### config.mk
export PLATFORM = sky130hd
export DESIGN_NAME = evm_session_controller_flat
export DESIGN_NICKNAME = d
export VERILOG_FILES = /design/src/rtl/evm_pkg.sv /design/src/rtl/evm_session_controller_if.sv /design/src/rtl/evm_voter_registry.sv /design/src/rtl/evm_session_controller.sv /design/src/flat_wrapper.sv
export SDC_FILE = /design/constraint.sdc
export NUM_CORES = 1
export LEC_CHECK = 0
export CAP_MARGIN = 20
export CORE_ASPECT_RATIO = 0.8
export CORE_MARGIN = 1
export CORE_UTILIZATION = 53
export DETAILED_ROUTE_END_ITERATION = 8
export GPL_ROUTABILITY_DRIVEN = 0
export HOLD_SLACK_MARGIN = 0.05
export PLACE_DENSITY = 0.79
export SETUP_SLACK_MARGIN = 0.1
export SYNTH_ARGS = -nofsm -noshare
export SYNTH_HDL_FRONTEND = slang
export SYNTH_SLANG_ARGS = --single-unit
### constraint.sdc
create_clock -name clk -period 2.91 [get_ports clk]
set_input_delay 0.873 -clock clk [delete_from_list [all_inputs] [get_ports clk]]
set_output_delay 0.873 -clock clk [all_outputs]
set_load 0.1 [all_outputs]
### src/rtl/evm_pkg.sv
// -----------------------------------------------------------------------------
// evm_pkg
//   Shared definitions for the EVM session controller slice.
//   - Default parameter values for voter/candidate widths and cycle budgets.
//   - Session FSM state enumeration.
//   - in_session(): true for every state in which polling is open.
// -----------------------------------------------------------------------------
package evm_pkg;

  localparam int DEF_VOTER_W        = 3;
  localparam int DEF_CAND_W         = 2;
  localparam int DEF_NUM_CANDIDATES = 3;
  localparam int DEF_TIMEOUT_CYC    = 64;
  localparam int DEF_COMMIT_CYC     = 2;

  typedef enum logic [2:0] {
    IDLE,
    OPEN,
    AUTH,
    WAIT_VOTE,
    COMMIT,
    HOLD,
    CLOSED
  } state_t;

  function automatic logic in_session(input state_t s);
    return s inside {OPEN, AUTH, WAIT_VOTE, COMMIT, HOLD};
  endfunction

endpackage : evm_pkg

### src/rtl/evm_session_controller_if.sv
// -----------------------------------------------------------------------------
// evm_session_controller_if
//   Booth-side bundle between the session controller and its host.
//   master : the booth/host; drives session control, login and ballot inputs.
//   slave  : the session controller; drives datapath strobes and status.
//   Signals:
//     open_session, close_session  session control pulses
//     voter_valid, voter_id        booth login
//     vote_press, cand_sel         ballot button and chosen candidate
//     vote_signal                  one-cycle commit strobe to the datapath
//     voter_number, candidate_number  registered ballot fields to the datapath
//     session_open, booth_ready, reject, results_valid, ballots_cast  status
// -----------------------------------------------------------------------------
interface evm_session_controller_if #(
  parameter int VOTER_W = evm_pkg::DEF_VOTER_W,
  parameter int CAND_W  = evm_pkg::DEF_CAND_W
);

  logic               open_session;
  logic               close_session;
  logic               voter_valid;
  logic [VOTER_W-1:0] voter_id;
  logic               vote_press;
  logic [CAND_W-1:0]  cand_sel;

  logic               vote_signal;
  logic [VOTER_W-1:0] voter_number;
  logic [CAND_W-1:0]  candidate_number;
  logic               session_open;
  logic               booth_ready;
  logic               reject;
  logic               results_valid;
  logic [VOTER_W:0]   ballots_cast;

  modport master (
    output open_session, close_session, voter_valid, voter_id, vote_press, cand_sel,
    input  vote_signal, voter_number, candidate_number, session_open, booth_ready,
           reject, results_valid, ballots_cast
  );

  modport slave (
    input  open_session, close_session, voter_valid, voter_id, vote_press, cand_sel,
    output vote_signal, voter_number, candidate_number, session_open, booth_ready,
           reject, results_valid, ballots_cast
  );

endinterface : evm_session_controller_if

### src/rtl/evm_voter_registry.sv
// -----------------------------------------------------------------------------
// evm_voter_registry
//   One bit per voter ID recording whether that voter has cast a ballot.
//   Ports:
//     clk, rst_n   clock, asynchronous active-low reset (clears every bit)
//     clear        synchronous clear of the whole bitmap (new session)
//     set, set_id  mark voter set_id as having voted
//     query_id     voter being authenticated
//     voted        bitmap[query_id], read combinationally from the flops
// -----------------------------------------------------------------------------
module evm_voter_registry #(
  parameter int VOTER_W = evm_pkg::DEF_VOTER_W
) (
  input  logic               clk,
  input  logic               rst_n,
  input  logic               clear,
  input  logic               set,
  input  logic [VOTER_W-1:0] set_id,
  input  logic [VOTER_W-1:0] query_id,
  output logic               voted
);

  localparam int NUM_VOTERS = 1 << VOTER_W;

  logic [NUM_VOTERS-1:0] bitmap_q;

  // NOTE: the bitmap is a flop array, not a RAM, so it takes the async reset;
  // a reset in the middle of a ballot must forget every voter at once.
  always_ff @(posedge clk or negedge rst_n) begin
    if (!rst_n) begin
      bitmap_q <= '0;
    end else if (clear) begin
      bitmap_q <= '0;
    end else if (set) begin
      bitmap_q[set_id] <= 1'b1;
    end
  end

  assign voted = bitmap_q[query_id];

endmodule : evm_voter_registry

### src/rtl/evm_session_controller.sv
// -----------------------------------------------------------------------------
// evm_session_controller
//   Sequences one election session in front of the vote-counting datapath:
//   opens/closes polling, admits one voter at a time, blocks repeat voters,
//   rejects out-of-range candidates, abandons idle booths after TIMEOUT_CYC
//   cycles and issues one vote_signal strobe per accepted ballot.
//   Ports:
//     clk    system clock, rising edge
//     rst_n  asynchronous active-low reset
//     bus    slave side of evm_session_controller_if (all session I/O)
//   Every output is driven from a flop; the flops are loaded from the
//   next-state value so each status output lines up with its state.
// -----------------------------------------------------------------------------
module evm_session_controller
  import evm_pkg::*;
#(
  parameter int VOTER_W        = DEF_VOTER_W,
  parameter int CAND_W         = DEF_CAND_W,
  parameter int NUM_CANDIDATES = DEF_NUM_CANDIDATES,
  parameter int TIMEOUT_CYC    = DEF_TIMEOUT_CYC,
  parameter int COMMIT_CYC     = DEF_COMMIT_CYC   // must be >= 2
) (
  input logic                     clk,
  input logic                     rst_n,
  evm_session_controller_if.slave bus
);

  localparam int TIMER_W = (TIMEOUT_CYC > 2) ? $clog2(TIMEOUT_CYC) : 1;
  localparam logic [CAND_W:0]  NUM_CAND_L = (CAND_W+1)'(NUM_CANDIDATES);
  localparam logic [VOTER_W:0] BALLOT_MAX = (VOTER_W+1)'(1 << VOTER_W);

  state_t state_q, state_d;

  logic [VOTER_W-1:0] voter_number_q;
  logic [CAND_W-1:0]  candidate_number_q;
  logic [TIMER_W-1:0] timer_q;
  logic [VOTER_W:0]   ballots_q;
  logic               close_pending_q;

  logic vote_signal_q, session_open_q, booth_ready_q, reject_q, results_valid_q;
  logic vote_signal_d, session_open_d, booth_ready_d, reject_d, results_valid_d;

  logic voted;
  logic open_accept;
  logic valid_press;
  logic timer_expired;
  logic hold_done;
  logic close_seen;

  // Open is honoured only from IDLE/CLOSED; it also wipes the session history.
  assign open_accept   = (state_q == IDLE || state_q == CLOSED) && bus.open_session;
  assign valid_press   = bus.vote_press && ({1'b0, bus.cand_sel} < NUM_CAND_L);
  assign timer_expired = (timer_q == TIMER_W'(TIMEOUT_CYC - 1));
  // The same timer counts HOLD cycles; it is zeroed on leaving COMMIT.
  assign hold_done     = (timer_q == TIMER_W'(COMMIT_CYC - 2));
  // A close seen while a ballot is in flight is remembered until it can act.
  assign close_seen    = close_pending_q | bus.close_session;

  evm_voter_registry #(
    .VOTER_W (VOTER_W)
  ) u_registry (
    .clk      (clk),
    .rst_n    (rst_n),
    .clear    (open_accept),
    .set      (state_q == COMMIT),
    .set_id   (voter_number_q),
    .query_id (voter_number_q),
    .voted    (voted)
  );

  // ---------------------------------------------------------------------------
  // State register
  // ---------------------------------------------------------------------------
  // NOTE: sequential state uses non-blocking assignments so every flop samples
  // the pre-edge values, independent of process ordering.
  always_ff @(posedge clk or negedge rst_n) begin
    if (!rst_n) state_q <= IDLE;
    else        state_q <= state_d;
  end

  // ---------------------------------------------------------------------------
  // Next-state logic
  // ---------------------------------------------------------------------------
  // NOTE: state_d gets a default before the case so no path leaves it
  // unassigned, which would otherwise infer a latch.
  always_comb begin
    state_d = state_q;
    unique case (state_q)
      IDLE:      if (bus.open_session) state_d = OPEN;
      OPEN: begin
        if (close_seen)           state_d = CLOSED;
        else if (bus.voter_valid) state_d = AUTH;
      end
      AUTH:      state_d = voted ? OPEN : WAIT_VOTE;
      WAIT_VOTE: begin
        // A valid press beats the timeout in the same cycle.
        if (valid_press)        state_d = COMMIT;
        else if (timer_expired) state_d = OPEN;
      end
      COMMIT:    state_d = HOLD;
      HOLD:      if (hold_done) state_d = close_seen ? CLOSED : OPEN;
      CLOSED:    if (bus.open_session) state_d = OPEN;
      default:   state_d = IDLE;
    endcase
  end

  // ---------------------------------------------------------------------------
  // Output logic (next values of the registered outputs)
  // ---------------------------------------------------------------------------
  always_comb begin
    vote_signal_d   = (state_d == COMMIT);
    session_open_d  = in_session(state_d);
    booth_ready_d   = (state_d == OPEN);
    results_valid_d = (state_d == CLOSED);
    // Repeat voter, out-of-range press, or timeout; a bad press coinciding
    // with the timeout still yields a single pulse.
    reject_d        = ((state_q == AUTH) && voted) ||
                      ((state_q == WAIT_VOTE) && !valid_press &&
                       (bus.vote_press || timer_expired));
  end

  always_ff @(posedge clk or negedge rst_n) begin
    if (!rst_n) begin
      vote_signal_q   <= 1'b0;
      session_open_q  <= 1'b0;
      booth_ready_q   <= 1'b0;
      reject_q        <= 1'b0;
      results_valid_q <= 1'b0;
    end else begin
      vote_signal_q   <= vote_signal_d;
      session_open_q  <= session_open_d;
      booth_ready_q   <= booth_ready_d;
      reject_q        <= reject_d;
      results_valid_q <= results_valid_d;
    end
  end

  // ---------------------------------------------------------------------------
  // Ballot fields, timer, counter and deferred close
  // ---------------------------------------------------------------------------
  always_ff @(posedge clk or negedge rst_n) begin
    if (!rst_n) begin
      voter_number_q     <= '0;
      candidate_number_q <= '0;
      timer_q            <= '0;
      ballots_q          <= '0;
      close_pending_q    <= 1'b0;
    end else begin
      unique case (state_q)
        IDLE, CLOSED: if (open_accept) ballots_q <= '0;
        OPEN:         if (!close_seen && bus.voter_valid) voter_number_q <= bus.voter_id;
        AUTH:         timer_q <= '0;
        WAIT_VOTE: begin
          timer_q <= timer_q + 1'b1;
          if (valid_press) candidate_number_q <= bus.cand_sel;
        end
        COMMIT: begin
          timer_q <= '0;
          if (ballots_q != BALLOT_MAX) ballots_q <= ballots_q + 1'b1;
        end
        HOLD:         timer_q <= timer_q + 1'b1;
        default:      ;
      endcase

      if ((state_q inside {AUTH, WAIT_VOTE, COMMIT, HOLD}) && bus.close_session)
        close_pending_q <= 1'b1;
      if (state_d == CLOSED)
        close_pending_q <= 1'b0;
    end
  end

  assign bus.vote_signal      = vote_signal_q;
  assign bus.voter_number     = voter_number_q;
  assign bus.candidate_number = candidate_number_q;
  assign bus.session_open     = session_open_q;
  assign bus.booth_ready      = booth_ready_q;
  assign bus.reject           = reject_q;
  assign bus.results_valid    = results_valid_q;
  assign bus.ballots_cast     = ballots_q;

endmodule : evm_session_controller

### src/flat_wrapper.sv
// flat-port wrapper written by rule: the top's interface ports become plain ports
module evm_session_controller_flat import evm_pkg::*;
#(
  parameter int VOTER_W        = DEF_VOTER_W,
  parameter int CAND_W         = DEF_CAND_W,
  parameter int NUM_CANDIDATES = DEF_NUM_CANDIDATES,
  parameter int TIMEOUT_CYC    = DEF_TIMEOUT_CYC,
  parameter int COMMIT_CYC     = DEF_COMMIT_CYC                  
)
  (clk, rst_n, bus_open_session, bus_close_session, bus_voter_valid, bus_voter_id, bus_vote_press, bus_cand_sel, bus_vote_signal, bus_voter_number, bus_candidate_number, bus_session_open, bus_booth_ready, bus_reject, bus_results_valid, bus_ballots_cast);
  evm_session_controller_if #(.VOTER_W(VOTER_W), .CAND_W(CAND_W)) bus_i ();
  input logic clk;
  input logic rst_n;
  input wire logic [$bits(bus_i.open_session)-1:0] bus_open_session;
  input wire logic [$bits(bus_i.close_session)-1:0] bus_close_session;
  input wire logic [$bits(bus_i.voter_valid)-1:0] bus_voter_valid;
  input wire logic [$bits(bus_i.voter_id)-1:0] bus_voter_id;
  input wire logic [$bits(bus_i.vote_press)-1:0] bus_vote_press;
  input wire logic [$bits(bus_i.cand_sel)-1:0] bus_cand_sel;
  output wire logic [$bits(bus_i.vote_signal)-1:0] bus_vote_signal;
  output wire logic [$bits(bus_i.voter_number)-1:0] bus_voter_number;
  output wire logic [$bits(bus_i.candidate_number)-1:0] bus_candidate_number;
  output wire logic [$bits(bus_i.session_open)-1:0] bus_session_open;
  output wire logic [$bits(bus_i.booth_ready)-1:0] bus_booth_ready;
  output wire logic [$bits(bus_i.reject)-1:0] bus_reject;
  output wire logic [$bits(bus_i.results_valid)-1:0] bus_results_valid;
  output wire logic [$bits(bus_i.ballots_cast)-1:0] bus_ballots_cast;
  assign bus_i.open_session = bus_open_session;
  assign bus_i.close_session = bus_close_session;
  assign bus_i.voter_valid = bus_voter_valid;
  assign bus_i.voter_id = bus_voter_id;
  assign bus_i.vote_press = bus_vote_press;
  assign bus_i.cand_sel = bus_cand_sel;
  assign bus_vote_signal = bus_i.vote_signal;
  assign bus_voter_number = bus_i.voter_number;
  assign bus_candidate_number = bus_i.candidate_number;
  assign bus_session_open = bus_i.session_open;
  assign bus_booth_ready = bus_i.booth_ready;
  assign bus_reject = bus_i.reject;
  assign bus_results_valid = bus_i.results_valid;
  assign bus_ballots_cast = bus_i.ballots_cast;
  evm_session_controller #(.VOTER_W(VOTER_W), .CAND_W(CAND_W), .NUM_CANDIDATES(NUM_CANDIDATES), .TIMEOUT_CYC(TIMEOUT_CYC), .COMMIT_CYC(COMMIT_CYC)) u_core (.clk(clk), .rst_n(rst_n), .bus(bus_i));
endmodule
==> out/results.ini <==
[run_status]
status=complete, no violations

[detailed_routing]
via_count=1303
routedWlPerCell_um=15.5
routed_via_density=5.74
final_antenna_net_count=0
firstDrtPassIters=4
wl_um=3530
drt_iter0_drc=73
drcViolationCount=0

[placement]
place_area_sq_um=1900
portBuffers=24
place_hpwl_um=2600
dp.cells=220

[worst_setup_path]
crit_path_end_kind=flop
crit_fanout=3
path_class=in2reg
startpoint_type=input port
r2r_slack_ns=0.40
cp.arrival_ns=2.81
crit_required_ns=3.07

[global_routing]
antenna_found_initial=0
overflow=0
grt_pass1_vias=1271
grt_pass1_wl_um=6030
grt_usage_pct=25.0
grt_max_degree=22

[yosys]
synthDistinctLibCells=39
netlist_instances=159
synthFlopType=dfrtp_1
synthTopCellsByCount=dfrtp_1, nor2_1, nand2_1
synth_nets=174
synth_area_sq_um=1630
synth_top_area_share_pct=49.0
ys.warnings.count=0
synth_edf_count=0
synth_area_leaders=dfrtp_1, nand3_1, nor2_1
yosysMostFrequentCell=dfrtp_1
synth_top_cell_by_area=dfrtp_1
ys_seq_elements=32
ys_seq_area_share_pct=49.0
synthArstFlopShare_pct=100
postSynthAreaPerCell_sq_um=10.3

[floorplan]
start_util_pct=57.3
die_y_um=51.7
pin_count=25
die_x_um=64.1
die_area_sq_um=3310
rows=17
core-area_sq_um=2850

[run]
maxCapViolations=0

[timing]
relSlewSlack_pct=53.9
hold_viol=0
worst_pin_slew_ns=0.691
drv_slew=0
min_period_ns=2.65
setup_viol=0
fin_skew_ns=0.00539
fmax_mhz=377
finalCritPeriodShare_pct=91.1
rsz0062_at_grt=false

[cts]
path_clk_slew_ns=0.06
clkLatencyLatePin_ns=0.29
cts-root-buf=clkbuf_8
clk_path_buf_depth=2
cts_setup_buffers=0
post_cts_resized=0
tritoncts=done
cts.sinks=32
holdBufCountCts=0
htreeDepth=2
cts_buffers=5

[min_path]
hp-class=reg2reg

[final_layout]
fillers=238
fin_cells=227
num_antenna_cells=0
finalNetCount=204
fin_util_pct=69.3
multi_input_area_sq_um=788
register_area_sq_um=801
design_area_sq_um=1980
layout-drive-gt1-share_pct=18.0
area_growth_pct=20.9

==> cells by family (layout without fill, tap and decap cells) <==
| logic type | Yosys count | in the layout | share of synthesized area [%] |
|---|---|---|---|
| XOR/XNOR | 4 | 4 | 2.14 |
| adder cells (fa/ha/maj) | 4 | 4 | 3.06 |
| flip-flops | 32 | 32 | 49.0 |
| buffers and inverters | 12 | 42 | 2.76 |
| multiplexers | 8 | 8 | 6.81 |
| AO/OA/AOI/OAI | 35 | 35 | 15.9 |
| AND/OR/NAND/NOR | 64 | 64 | 20.3 |
==> metal layers <==
| metal | track usage [%] | share of wire [%] | vias up |
|---|---|---|---|
| li1 | - | - | 629 |
| met1 | 32.9 | 44 | 624 |
| met2 | 39.4 | 48 | 43 |
| met3 | 6.36 | 6.0 | 7 |
| met4 | 11.4 | 1.7 | 0 |
| met5 | 0 | 0 | - |
==> critical path: stages <==
cell,delay (ns)
clkdlybuf4s50_1,0.49
a21boi_0,0.25
nand3b_1,0.21
o2111a_1,0.25
inv_1,0.09
a211oi_4,0.28
mux2_1,0.37
==> layout make-up <==
class | count | area share (%)
inverters | 7 | 1.33
repair buffers | 28 | 11.9
clock inverters | 1 | 0.253
multi-input cells | 115 | 39.9
well taps | 38 | 2.41
clock buffers | 6 | 3.67
flip-flops and latches | 32 | 40.5
==> worst paths after layout <==
check                                                 endpoint                           from  cells past startpoint
worst max-delay path                u_core.bus.voter_number[2]                 bus_vote_press                      7
worst min-delay path             u_core.u_registry.bitmap_q[1]  u_core.u_registry.bitmap_q[1]                      2
worst max register to register      u_core.bus.voter_number[2]              u_core.timer_q[0]                      7
worst min register to register   u_core.u_registry.bitmap_q[1]  u_core.u_registry.bitmap_q[1]                      2
max in group asynchronous           u_core.bus.ballots_cast[0]                          rst_n                      2
min in group asynchronous       u_core.bus.candidate_number[0]                          rst_n                      2
==> cells in the final DEF (no fill, tap or decap), types with 4 or more instances in the layout <==
cell type / synthesis / routed
nor2b_1: 5 / 5
nand2b_1: 4 / 4
nor2_1: 15 / 15
o21ai_0: 7 / 7
clkdlybuf4s50_1: 0 / 10
clkbuf_8: 0 / 5
dfrtp_1: 32 / 32
nand3_1: 12 / 12
ha_1: 4 / 4
o31ai_1: 5 / 5
nand2_1: 14 / 14
buf_4: 0 / 18
a21oi_1: 7 / 7
inv_1: 7 / 7
==> state kept, by name, summed over array words and instances (netlist names) <==
signal                       count
u_core.bus.candidate_number      2
u_core.bus.session_open          1
u_core.state_q                   3
u_core.bus.booth_ready           1
u_core.bus.reject                1
u_core.bus.ballots_cast          4
u_core.bus.results_valid         1
u_core.bus.voter_number          3
u_core.u_registry.bitmap_q       8
u_core.timer_q                   6
u_core.bus.vote_signal           1
u_core.close_pending_q           1
==> stage by stage <==
step / setup slack, ns / TNS [ns] / hold WS, ns
floorplan: 0.171 / 0 / 0.457
global placement: 0.0723 / 0 / 0.475
detailed placement: -0.0116 / -0.0143 / 0.488
CTS: 0.276 / 0 / 0.502
global route: 0.180 / 0 / 0.521
finish: 0.260 / 0 / 0.501
Power is left out: the tool's default activity adds up to more than one toggle a clock period on the data nets, which glitch-free logic cannot reach.
